File: config.mk
export PLATFORM = sky130hd
export DESIGN_NAME = mport_arbiter
export DESIGN_NICKNAME = d
export VERILOG_FILES = /design/src/rtl/mport_pkg.sv /design/src/rtl/mport_arbiter_rr_pick.sv /design/src/rtl/mport_arbiter.sv
export SDC_FILE = /design/constraint.sdc
export NUM_CORES = 1
export LEC_CHECK = 0
export BUFFER_PORTS_ARGS = -buffer_cell sky130_fd_sc_hd__buf_2
export CAP_MARGIN = 20
export CORE_AREA = 2 2 145 147
export DETAILED_ROUTE_END_ITERATION = 10
export DIE_AREA = 0 0 147 149
export MAX_ROUTING_LAYER = met4
export PLACE_DENSITY_LB_ADDON = 0.3
export SETUP_SLACK_MARGIN = 0.2
export SYNTH_ARGS = -nofsm -noshare
export SYNTH_HDL_FRONTEND = slang
export SYNTH_SLANG_ARGS = --single-unit
File: constraint.sdc
create_clock -name clk -period 5.35 [get_ports clk]
set_clock_uncertainty 0.1 [all_clocks]
set_input_delay 0.535 -clock clk [delete_from_list [all_inputs] [get_ports clk]]
set_output_delay 0.535 -clock clk [all_outputs]
set_load 0.05 [all_outputs]
File: src/rtl/mport_pkg.sv
// Shared types and defaults for the memory-port arbiter.
// Word address = byte pointer bits [25:2]; MSB picks M9K vs SDRAM.
package mport_pkg;

  localparam int BYTE_ADDR_W = 26;
  localparam int WORD_OFS    = 2;
  localparam int CACHE_BITS  = 32;

  localparam int ADDR_W_DEF      = BYTE_ADDR_W - WORD_OFS;
  localparam int DATA_W_DEF      = CACHE_BITS;
  localparam int NUM_CLIENTS_DEF = 4;

  typedef enum logic [1:0] {
    IDLE,
    GRANT,
    DRAIN
  } arb_state_t;

  // Index width, never below one bit.
  function automatic int idx_w(input int n);
    return (n > 1) ? $clog2(n) : 1;
  endfunction

endpackage

File: src/rtl/mport_arbiter_rr_pick.sv
// Combinational round-robin priority encoder.
// Ports: req vector, rr_last (last grantee) -> any, idx (next winner).
module rr_pick
  import mport_pkg::*;
#(
  parameter int N  = NUM_CLIENTS_DEF,
  parameter int IW = idx_w(N)
) (
  input  logic [N-1:0]  req,
  input  logic [IW-1:0] rr_last,
  output logic          any,
  output logic [IW-1:0] idx
);

  // Scan from the farthest candidate back to rr_last+1 so the
  // closest requester after rr_last is the one that sticks.
  always_comb begin
    logic [IW-1:0] c;
    any = 1'b0;
    idx = '0;
    c   = '0;
    for (int k = N; k >= 1; k--) begin
      c = IW'((int'(rr_last) + k) % N);
      if (req[c]) begin
        any = 1'b1;
        idx = c;
      end
    end
  end

endmodule

File: src/rtl/mport_arbiter.sv
// Round-robin, non-preemptive arbiter sharing one memory port.
// Ports: per-client cl_* requests in, mp_* to the port, cl_done/
// cl_data_load back to the grantee, grant_id/busy/proto_err status.
module mport_arbiter
  import mport_pkg::*;
#(
  parameter int NUM_CLIENTS = NUM_CLIENTS_DEF,
  parameter int ADDR_W      = ADDR_W_DEF,
  parameter int DATA_W      = DATA_W_DEF,
  localparam int IW         = idx_w(NUM_CLIENTS)
) (
  input  logic                                clk,
  input  logic                                rst_l,
  input  logic [NUM_CLIENTS-1:0]              cl_r_en,
  input  logic [NUM_CLIENTS-1:0]              cl_w_en,
  input  logic [NUM_CLIENTS-1:0]              cl_write_through,
  input  logic [NUM_CLIENTS-1:0]              cl_read_through,
  input  logic [NUM_CLIENTS-1:0][ADDR_W-1:0]  cl_ptr,
  input  logic [NUM_CLIENTS-1:0][DATA_W-1:0]  cl_data_store,
  output logic [NUM_CLIENTS-1:0]              cl_done,
  output logic [DATA_W-1:0]                   cl_data_load,
  output logic                                mp_r_en,
  output logic                                mp_w_en,
  output logic                                mp_write_through,
  output logic                                mp_read_through,
  output logic [ADDR_W-1:0]                   mp_ptr,
  output logic [DATA_W-1:0]                   mp_data_store,
  input  logic [DATA_W-1:0]                   mp_data_load,
  input  logic                                mp_done,
  output logic [IW-1:0]                       grant_id,
  output logic                                busy,
  output logic                                proto_err
);

  arb_state_t           state;
  logic [IW-1:0]        rr_last;
  logic [NUM_CLIENTS-1:0] req;
  logic                 pick_any;
  logic [IW-1:0]        pick_idx;
  logic                 g_r;
  logic                 g_w;
  logic                 in_grant;

  assign req      = cl_r_en | cl_w_en;
  assign g_r      = cl_r_en[grant_id];
  assign g_w      = cl_w_en[grant_id];
  assign in_grant = (state == GRANT);

  rr_pick #(
    .N  (NUM_CLIENTS),
    .IW (IW)
  ) u_pick (
    .req     (req),
    .rr_last (rr_last),
    .any     (pick_any),
    .idx     (pick_idx)
  );

  always_ff @(posedge clk or negedge rst_l) begin
    if (!rst_l) begin
      state     <= IDLE;
      rr_last   <= IW'(NUM_CLIENTS - 1);
      grant_id  <= '0;
      busy      <= 1'b0;
      proto_err <= 1'b0;
    end else begin
      unique case (state)
        IDLE: begin
          if (pick_any) begin
            grant_id <= pick_idx;
            rr_last  <= pick_idx;
            busy     <= 1'b1;
            state    <= GRANT;
          end
        end
        GRANT: begin
          if (g_r && g_w)
            proto_err <= 1'b1;
          // Release (or abandonment) ends the grant; the port
          // must still drop done before anyone else is served.
          if (!(g_r || g_w))
            state <= DRAIN;
        end
        DRAIN: begin
          if (!mp_done) begin
            busy  <= 1'b0;
            state <= IDLE;
          end
        end
        default: begin
          busy  <= 1'b0;
          state <= IDLE;
        end
      endcase
    end
  end

  // Passthrough of the grantee; everything is quiet outside GRANT.
  // A read+write request is forwarded as a write only.
  always_comb begin
    mp_r_en          = 1'b0;
    mp_w_en          = 1'b0;
    mp_write_through = 1'b0;
    mp_read_through  = 1'b0;
    mp_ptr           = '0;
    mp_data_store    = '0;
    cl_done          = '0;
    cl_data_load     = '0;
    if (in_grant) begin
      mp_w_en           = g_w;
      mp_r_en           = g_r & ~g_w;
      mp_write_through  = cl_write_through[grant_id];
      mp_read_through   = cl_read_through[grant_id];
      mp_ptr            = cl_ptr[grant_id];
      mp_data_store     = cl_data_store[grant_id];
      cl_done[grant_id] = mp_done;
      cl_data_load      = mp_data_load;
    end
  end

endmodule

==> results.toml <==
[status]
status = "complete, no violations"

[layout]
antenna_cells = 0
num-fill-cells = 2336
syn_to_final_growth_pct = 86.08
drive_gt1_frac = 0.7622
nNetsFinal = 869
finalInstanceArea_um2 = 4785

[yosys]
netlist_top_cells_area = "mux4_2 51%, and2_1 22%, dfrtp_1 5.8%"
synth_edf_count = 0
synthCells = 240
netlist_area_um2 = 2571
synth-seq-area-share = 0.07883
synth_nets = 515
synth_top_cell_area_share = 0.5080
post-synth-top-area-cell = "mux4_2"
synth.avg_cell_area_um2 = 10.71
ys_warn_count = 0
synthArstFlopShare = 1.000
ys_types = 33
ys_ff_latch = 8
ys.flop_type = "dfrtp_1"

[timing]
rsz0062_at_grt = "false"
fmax_ghz = 0.2995
finalCritPeriodShare = 0.6241
min_period_ns = 3.339
final_hold_viol_count = 0
setup_viol = 0
finalSetupTns_ns = 0
slew_headroom = 0.3800
worst_pin_slew_ns = 0.9280
final-max-slew-violation-count = 0

[global_route]
overflow = 0
grt_pass1_vias = 3411
busiest_layer = "met2"
grtUsageTotal = 0.1261
use_met2 = 0.2192
antenna_found_initial = 1
met1_usage = 0.1669
grt_pass1_wl_mm = 20.62
gr-usage-met3 = 0.01560
grt_max_degree = 53

[placed_design]
dp_hpwl_mm = 12.89
placed_cell_area_um2 = 4706
numPortBuffers = 374
gp_congestion = 0.8481

[pwr]
ir_drop_mv = 0.4406
power_density_nw_per_um2 = 614.2
leakage_nw = 2.467

[cts]
clockBufferDepth = 2
cts_setup_buffers = 0
cts_resized = 0
hold_buffers = 0
h-tree-depth = 1
cts_root_buf = "clkbuf_16"
cts_made_buffers = 3
cts.sinks = 8
cts_tree = "done"
path_clk_slew_ns = 0.04
clk_latency_ns = 0.23

[floorplanning]
die_w_um = 147
rows = 53
ios = 375
die_area_um2 = 21900
start_util = 0.1251
core_area_um2 = 20560
dieHeight_um = 149

[run]
cap_violations = 0

[route]
vias_per_cell = 4.044
drtIter0Drc = 146
drtAntennaViolNets = 0
vias = 3510
wl_per_cell_um = 17.29
drt_first_pass_iters = 4
drt_wl_total_mm = 15.00
drc_errors = 0

[hold_path]
hp-class = "in -> async"

[setup_path]
arrival_ns = 2.70
critPathLaunchType = "flop"
critPathRequiredTime_ns = 4.72
critPathMaxFanout = 44
critPathCaptureType = "output pin"
crit_type = "reg -> out"
==> placed cells by master (no fill, tap or decap), drive strengths merged <==
master   count
inv          2
and4         1
or3          1
or2          3
dfrtp        6
or4          2
nor4         2
nor3b        1
nand2        5
buf        377
dfstp        2
clkbuf       4
nor2        10
a221o        1
a21oi        3
nor2b        2
a32o         1
a222oi       1
nor3         3
o2bb2ai      1
mux4        60
and3         1
and2        91
nand3        3
a21o         2
a22o         1
a31o         1
o21ai        6
==> report_power, final <==
part / total [W] / switching [W] / internal (W) / leakage (nW)
logic: 0.00255 / 0.00168 / 0.000875 / 2.34
clock network: 0.000129 / 0.0000300 / 0.0000993 / 0.0382
registers: 0.000258 / 0.000159 / 0.0000987 / 0.0880
total: 0.00294 / 0.00187 / 0.00107 / 2.47
==> kinds of logic after synthesis <==
kind of cell | after synthesis | synth area share
muxes | 60 | 0.5285
AOI/OAI and AO/OA | 17 | 0.04623
DFF | 8 | 0.07883
buffers and inverters | 30 | 0.05304
and+or+nand+nor | 125 | 0.2934
==> critical path: stages (launching register included) <==
cell,delay (ns)
dfrtp_4,0.97
buf_4,0.52
mux4_2,0.59
and2_1,0.18
buf_2,0.21
==> Yosys cell counts (2+ instances only) <==
library cell	n
o21ai_0	6
dfstp_2	2
buf_6	2
a21o_2	2
nand2_1	5
nor2_1	10
nor3_1	3
mux4_2	58
a21oi_1	3
mux4_1	2
nand3_1	3
inv_1	2
and2_1	91
clkbuf_1	18
or2_2	3
dfrtp_1	6
buf_2	7
nor2b_1	2
==> path summary, 6_finish.rpt <==
| kind | from | to | slack, ns | cells past startpoint |
|---|---|---|---|---|
| min in group clk | proto_err$_DFFE_PN0P_ | proto_err$_DFFE_PN0P_ | 0.36 | 1 |
| max in group asynchronous | rst_l | rr_last[1]$_DFFE_PN1P_ | 4.87 | 1 |
| worst min-delay path | rst_l | busy$_DFFE_PN0P_ | 0.04 | 1 |
| worst max-delay path | grant_id[0]$_DFFE_PN0P_ | mp_data_store[7] | 2.01 | 4 |
| worst min register to register | proto_err$_DFFE_PN0P_ | proto_err$_DFFE_PN0P_ | 0.36 | 1 |
| worst max register to register | grant_id[1]$_DFFE_PN0P_ | state[1]$_DFFE_PN0P_ | 2.92 | 4 |
==> flip-flops by register name (all words and copies together) (netlist names) <==
register and count:
grant_id 2, rr_last 2, state 2, busy 1
proto_err 1
==> cell type report <==
cell class | count | area (um^2) | area share
clock buffer | 4 | 78.83 | 0.01647
inverter | 2 | 7.507 | 0.001569
multi-input combinational | 202 | 2240 | 0.4681
sequential | 8 | 207.7 | 0.04341
tap | 275 | 344.1 | 0.07191
timing repair buffer | 377 | 1907 | 0.3985
==> metal layers <==
layer	up-vias	wire length, um
met5	-	0
met4	0	46
met3	4	940
met2	174	7744
met1	1706	6272
li1	1626	-
==> stage by stage <==
step	cells	setup WS, ns	hold WS, ns	util	power (W)
2_1_floorplan	240	2.262	0.1394	-	0.002229
4_1_cts	868	1.915	0.04438	0.2327	0.002977
3_5_place_dp	864	2.134	0.2902	0.2289	0.002840
6_report	868	2.011	0.03778	0.2327	0.002939
3_3_place_gp	864	2.215	0.2884	0.2289	0.002833
5_1_grt	868	1.769	0.05131	0.2327	0.003111
Note: power is estimated with default switching activity, not from simulation.
